File: src/rtl/cpu_types_pkg.sv
// Shared CPU-side types: machine word, RAM handshake state and the
// memory arbiter grant state.
package cpu_types_pkg;

    localparam int unsigned WORD_W = 32;

    typedef logic [WORD_W-1:0] word_t;

    typedef enum logic [1:0] {
        FREE   = 2'd0,
        BUSY   = 2'd1,
        ACCESS = 2'd2,
        ERROR  = 2'd3
    } ramstate_t;

    typedef enum logic [1:0] {
        IDLE   = 2'd0,
        IGRANT = 2'd1,
        DGRANT = 2'd2
    } arb_state_t;

endpackage : cpu_types_pkg

File: src/rtl/mem_arbiter.sv
// Arbitrates the instruction-fetch and data ports onto one shared RAM port.
// Optional feature macro: ARB_FAIRNESS_EN bounds instruction starvation.
module mem_arbiter
    import cpu_types_pkg::*;
#(
    parameter int unsigned DSTREAK_MAX = 4
) (
    input  logic      CLK,
    input  logic      RST,
    input  logic      iREN,
    input  word_t     iaddr,
    output logic      iwait,
    output word_t     iload,
    input  logic      dREN,
    input  logic      dWEN,
    input  word_t     daddr,
    input  word_t     dstore,
    output logic      dwait,
    output word_t     dload,
    output logic      ramREN,
    output logic      ramWEN,
    output word_t     ramaddr,
    output word_t     ramstore,
    input  word_t     ramload,
    input  ramstate_t ramstate
);

    // The streak counter is 4 bits wide, so the limit must fit in 1..15.
    if (DSTREAK_MAX < 1 || DSTREAK_MAX > 15) begin : g_bad_dstreak_max
        $error("mem_arbiter: DSTREAK_MAX must be in 1..15");
    end

    arb_state_t state_q, state_d;
    logic       d_req;
    logic       ram_done;

    assign d_req    = dREN | dWEN;
    assign ram_done = (ramstate == ACCESS);

`ifdef ARB_FAIRNESS_EN
    localparam logic [3:0] STREAK_LIMIT = 4'(DSTREAK_MAX);

    logic [3:0] dstreak_q, dstreak_d;

    always_ff @(posedge CLK) begin
        if (RST) begin
            state_q   <= IDLE;
            dstreak_q <= 4'd0;
        end else begin
            state_q   <= state_d;
            dstreak_q <= dstreak_d;
        end
    end
`else
    always_ff @(posedge CLK) begin
        if (RST) begin
            state_q <= IDLE;
        end else begin
            state_q <= state_d;
        end
    end
`endif

    always_comb begin
        state_d = state_q;
`ifdef ARB_FAIRNESS_EN
        dstreak_d = dstreak_q;
`endif
        case (state_q)
            IDLE: begin
`ifdef ARB_FAIRNESS_EN
                // Streak counts data wins only while a fetch is actually waiting.
                if (iREN && (dstreak_q == STREAK_LIMIT)) begin
                    state_d   = IGRANT;
                    dstreak_d = 4'd0;
                end else if (d_req) begin
                    state_d   = DGRANT;
                    dstreak_d = iREN ? dstreak_q + 4'd1 : 4'd0;
                end else begin
                    state_d   = iREN ? IGRANT : IDLE;
                    dstreak_d = 4'd0;
                end
`else
                if (d_req) begin
                    state_d = DGRANT;
                end else if (iREN) begin
                    state_d = IGRANT;
                end
`endif
            end
            DGRANT: begin
                if (ram_done || !d_req) begin
                    state_d = IDLE;
                end
            end
            IGRANT: begin
                if (ram_done || !iREN) begin
                    state_d = IDLE;
                end
            end
            default: state_d = IDLE;
        endcase
    end

    // Outputs follow the grant state and the live requester inputs, so a
    // dropped request releases the RAM enables in the same cycle.
    always_comb begin
        ramREN   = 1'b0;
        ramWEN   = 1'b0;
        ramaddr  = '0;
        ramstore = '0;
        iwait    = 1'b1;
        dwait    = 1'b1;
        case (state_q)
            DGRANT: begin
                ramaddr  = daddr;
                ramstore = dstore;
                ramWEN   = dWEN;
                ramREN   = dREN & ~dWEN;
                dwait    = ~ram_done;
            end
            IGRANT: begin
                ramaddr = iaddr;
                ramREN  = iREN;
                iwait   = ~ram_done;
            end
            default: ;
        endcase
    end

    assign iload = ramload;
    assign dload = ramload;

endmodule : mem_arbiter

File: config.mk
export PLATFORM = sky130hd
export DESIGN_NAME = mem_arbiter
export DESIGN_NICKNAME = d
export VERILOG_FILES = /design/src/rtl/cpu_types_pkg.sv /design/src/rtl/mem_arbiter.sv
export SDC_FILE = /design/constraint.sdc
export NUM_CORES = 1
export LEC_CHECK = 0
export ABC_AREA = 1
export BUFFER_PORTS_ARGS = -buffer_cell sky130_fd_sc_hd__clkbuf_2
export CAP_MARGIN = 20
export CORE_AREA = 2 2 105 107
export CTS_BUF_LIST = sky130_fd_sc_hd__clkbuf_4
export CTS_CLUSTER_SIZE = 8
export DETAILED_ROUTE_END_ITERATION = 10
export DIE_AREA = 0 0 107 109
export HOLD_SLACK_MARGIN = 0.05
export PLACE_DENSITY = 0.6
export SETUP_SLACK_MARGIN = 0.2
export SYNTH_ARGS = -nofsm -noshare
export SYNTH_HDL_FRONTEND = slang
export SYNTH_SLANG_ARGS = --single-unit
File: constraint.sdc
create_clock -name CLK -period 2.7 [get_ports CLK]
set_input_delay 0.54 -clock CLK [delete_from_list [all_inputs] [get_ports CLK]]
set_output_delay 0.54 -clock CLK [all_outputs]
set_load 0.05 [all_outputs]
Word level (Yosys, flattened, before mapping)
Index checks and enable logic that the tools add are counted.
{"block": "op_classes", "reduce_logical": 6, "eq_ne": 6, "bitwise": 4, "muxes": 11}
{"cell": "32-bit case mux with 2 select lines", "count": 1}
{"cell": "32-bit 2-to-1 mux", "count": 1}
{"cell": "2-bit 2-to-1 mux", "count": 4}
{"cell": "2-bit case mux with 3 select lines", "count": 1}
{"cell": "2-bit == test, second input constant", "count": 2}
{"cell": "2-bit inequality test, second input constant", "count": 2}
{"cell": "1-bit 2-to-1 mux", "count": 3}
{"cell": "3-bit inequality test, second input constant", "count": 1}
{"cell": "3-bit AND reduction", "count": 1}
{"cell": "2-bit by 1-bit == test with 1-bit output, second input constant", "count": 1}
{"cell": "1-bit logical NOT", "count": 2}
{"cell": "2-bit logical NOT", "count": 1}
{"cell": "1-bit logical OR", "count": 2}
{"cell": "1-bit NOT", "count": 2}
{"cell": "1-bit case mux with 2 select lines", "count": 1}
{"cell": "1-bit AND", "count": 1}
{"cell": "1-bit OR", "count": 1}
{"block": "word_totals", "output_inout_bits": 132, "inputBits": 135, "wordCells": 28, "reg_bits": 2}

Longest topological paths before layout
{"block": "depth", "depth_word": 5, "depth_mapped": 8, "ltp_nobuf": 7}

Worst setup path before layout
OpenSTA, ideal clock, no wires.
{"block": "synth_path", "path_type": "register to output", "start": "register state_q[1]", "end": "output ramREN", "path_buffers": 1, "t_arrival_ns": 1.669, "slack_ns": 0.491, "path_stages_with_launch": 6, "required_ns": 2.160, "path_cell_list": "dfxtp_1 -> inv_1 -> ha_1 -> inv_1 -> buf_2 -> a21oi_1"}
{"block": "synth_between", "elab_chain_len": 2, "elab_cells_between_ends": 3, "cone_classes": "eq/ne: 2; mux: 1"}
{"element": "start: declaration", "line": "mem_arbiter.sv:33", "text": "arb_state_t state_q, state_d;"}
{"element": "start signal: assignment", "line": "mem_arbiter.sv:59", "text": "state_q <= state_d;"}
{"element": "2-bit by 1-bit == test with 1-bit output / 2-bit == test (equally long branches)", "line": "mem_arbiter.sv:114", "text": "case (state_q)"}
{"element": "1-bit case mux with 2 select lines (*)", "line": "mem_arbiter.sv:114"}
{"element": "end: declaration", "line": "mem_arbiter.sv:20", "text": "output logic ramREN,"}
Every way passes the cells marked *; elsewhere a longest branch is shown, timed or not.

Final worst setup path
{"block": "layout_path", "start": "register state_q[0]", "end": "output ramaddr[11]"}
{"block": "layout_between", "elab_chain_len": 2, "elab_cells_between_ends": 3, "cone_classes": "eq/ne: 2; mux: 1"}
{"element": "2-bit by 1-bit == test with 1-bit output / 2-bit == test (equally long branches)", "line": "mem_arbiter.sv:114"}
{"element": "32-bit case mux with 2 select lines (*)", "line": "mem_arbiter.sv:114"}
{"element": "end: declaration", "line": "mem_arbiter.sv:22", "text": "output word_t ramaddr,"}
Marks and branches as above.

==> key figures <==
Pwr
  – VDD IR max: 143 uV
  – Pwr dens: ~460 nW/um^2
  – Leak Pwr: 1.34 nW
  – Total Power: 0.913 mW

Floorplan
  – DIE WIDTH: around 110 um
  – # IOs: approximately 270
  – Core ar.: ~11000 um^2
  – Starting Density: 13.8%
  – Die H: between 100 and 150 um
  – Total die area: 11700 um^2
  – Num rows: 38

Detailed routing
  – Drt first pass iters: 4
  – Vias/cell: ~3.6
  – Routed Antenna Nets: 0
  – DR iter-0 viols: 57
  – DRC: 0
  – Total wire length: between 5000 and 6000 um
  – DR WL/cell: approximately 9.8 um
  – Vias post-DR: 1849

Synthesis
  – Synth Cell Area: approximately 1500 um^2
  – Number of synthesized flops with an enable pin: 0
  – Yosys warns: 0
  – Synth unique cells: 13
  – Synthesized netlist cell count: between 200 and 300
  – Most common cell in the synthesized netlist: nand2_1
  – Register area share after synthesis: about 2.7%
  – Top post-synthesis cells by area: buf_4 (35%), nand2_1 (27%), a21oi_1 (11%)
  – Synth top cells by count: nand2_1 (105), buf_4 (69), inv_1 (43)
  – Top FF cell, synth: dfxtp_1
  – Synth area leader: buf_4
  – Avg Inst Size Synth: about 5.3 um^2
  – Async set-reset flop share out of synthesis: 0%
  – Syn Nets: about 420
  – Flop and latch count out of synthesis: 2
  – Post-synth top area share: between 30% and 40%

GRT
  – First-pass GRT wire length: 7070 um
  – Largest net degree at the start of global routing: 40
  – Initial antenna violation count: 0
  – GR Layer Usage met1: under 10%
  – GRT busiest layer: met2
  – Overall routing resource usage: around 7.5%
  – Number of global-route vias before repair: approximately 1500
  – M3 GR Usage: between 2 and 3%
  – M2 GR Usage: between 10% and 20%
  – Total global routing overflow: 0

Finish
  – Largest Register: state_q
  – Regs by FF count: state_q x2
  – Final instance area: 1980 um^2
  – Syn-to-layout area delta: 35.1%
  – Max reg flops: 2
  – Layout fillers: around 1300
  – Share of layout cells above drive strength 1: slightly below 50%
  – Final nets: 518
  – Ant diodes: 0
  – Final Util: between 10% and 20%

Setup path
  – FF-to-FF End: state_q[0]
  – CP arrival: ~1700 ps
  – Critical Path, Cell by Cell: inv_1 > ha_2 > buf_4 > nand2_1 > a21oi_1 > clkbuf_2
  – R2r startpoint: state_q[1]
  – CP max FO: 39
  – Worst reg-to-reg setup slack: around 1300 ps
  – Critical Path Start Type: flop
  – Critical path type: flop to output port
  – Worst r2r path cells: 8
  – Slowest stage delay, CP: between 300 and 400 ps
  – Worst setup path endpoint: ramaddr[11]
  – Crit path required time: roughly 2200 ps
  – Slowest stage cell, crit path: buf_4
  – Worst Setup SP: state_q[0]
  – Worst setup EP type: output port

STA
  – Crit path time final: 2280 ps
  – Final setup TNS: 0 ps
  – Final hold vios: 0
  – Upper clock frequency limit: 0.439 GHz
  – Unrepaired setup endpoints after global routing: false
  – Relative slew slack: roughly three quarters
  – Hold WS: a little under 500 ps
  – Final setup vio count: 0
  – Period utilization: between 80% and 90%
  – Worst-margin pin slew: 402 ps
  – Fin. max-slew vios: 0
  – Clock Skews: ~1.7 ps

Placed design
  – PortBufs: 170
  – Detailed placement HPWL: about 4300 um
  – Placement Cell Area: approximately 2000 um^2
  – Final Wtd Congestion: 0.709

Run status
  – Status: finished clean

CTS
  – Clock Path Buffers: 2
  – H-Tree Depth: 1
  – Total CTS buffers: 3
  – Clock transition at the registers of the reported paths: roughly 30 ps
  – Clock root buffer: clkbuf_4
  – Post-CTS Resized: 0
  – CTS tree: built
  – Post-CTS setup repair buffer count: 0
  – Post-CTS Hold Buffers: 0
  – Clock sink total: 2
  – Worst skew pair latency: roughly 220 ps

Min path
  – Min-Delay Path Class: input port to flop

Job
  – # Max-Cap Violations: 0
## how the worst min path moves through the flow
stage	startpoint	depth (start not counted)	end
after floorplan	state_q[1]	2	state_q[1]
after detailed placement	state_q[1]	2	state_q[1]
after CTS	RST	2	state_q[1]
after global routing	RST	2	state_q[1]
final	RST	2	state_q[1]
after global placement	state_q[1]	2	state_q[1]
## worst max-delay path: cells and delay by family, from the launching register on
kind	cells	cell delay [ps]
compound gates	1	160
fa+ha+maj	1	190
buf+inv	3	740
simple gates	1	110
flops	1	300
## cells by family (layout without fill, tap and decap cells)
group	Yosys count	count (layout)	share of synthesized area [%]
AO/OA/AOI/OAI	35	35	12.4
adder cells (fa/ha/maj)	4	4	3.42
buffers and inverters	121	221	50.4
flip-flops	2	2	2.74
AND/OR/NAND/NOR	115	115	31.1
## layer usage
| layer | wire [um] | share of wire, % |
|---|---|---|
| met1 | 1910 | 38 |
| met3 | 658 | 13 |
| met2 | 2390 | 47 |
| met4 | 121 | 2.4 |
| met5 | 0 | 0 |
## cell type report
class	count	area [um^2]	area share, %
clock buffer	3	22.5	1.14
inverter	43	161	8.17
multi-input combinational	154	688	34.8
sequential	2	40.0	2.03
tap	140	175	8.87
timing repair buffer	175	888	45.0
## layout by cell type (no fill, tap or decap)
| cell | synthesis | routed |
|---|---|---|
| a21oi_1 | 33 | 33 |
| a21oi_2 | 1 | 1 |
| buf_4 | 69 | 5 |
| clkbuf_2 | 0 | 170 |
| clkbuf_4 | 0 | 3 |
| dfxtp_1 | 2 | 2 |
| ha_1 | 4 | 3 |
| ha_2 | 0 | 1 |
| inv_1 | 43 | 43 |
| nand2_1 | 105 | 105 |
| nand3_1 | 3 | 3 |
| nand3_2 | 3 | 3 |
| nor2_1 | 4 | 4 |
| o21bai_1 | 1 | 1 |
## power breakdown
part           internal, mW  switching, mW  total (mW)
clock network        0.0490         0.0169      0.0659
registers            0.0346        0.00383      0.0384
logic                 0.197          0.611       0.809
total                 0.281          0.632       0.913
## through the flow
| stage | instances | setup slack, ps |
|---|---|---|
| 5_1_grt | 517 | 240 |
| 6_report | 517 | 420 |
| 2_1_floorplan | 277 | 491 |
| 4_1_cts | 517 | 379 |
| 3_3_place_gp | 514 | 647 |
| 3_5_place_dp | 514 | 624 |
No activity file was read; power rests on OpenSTA's default activity.
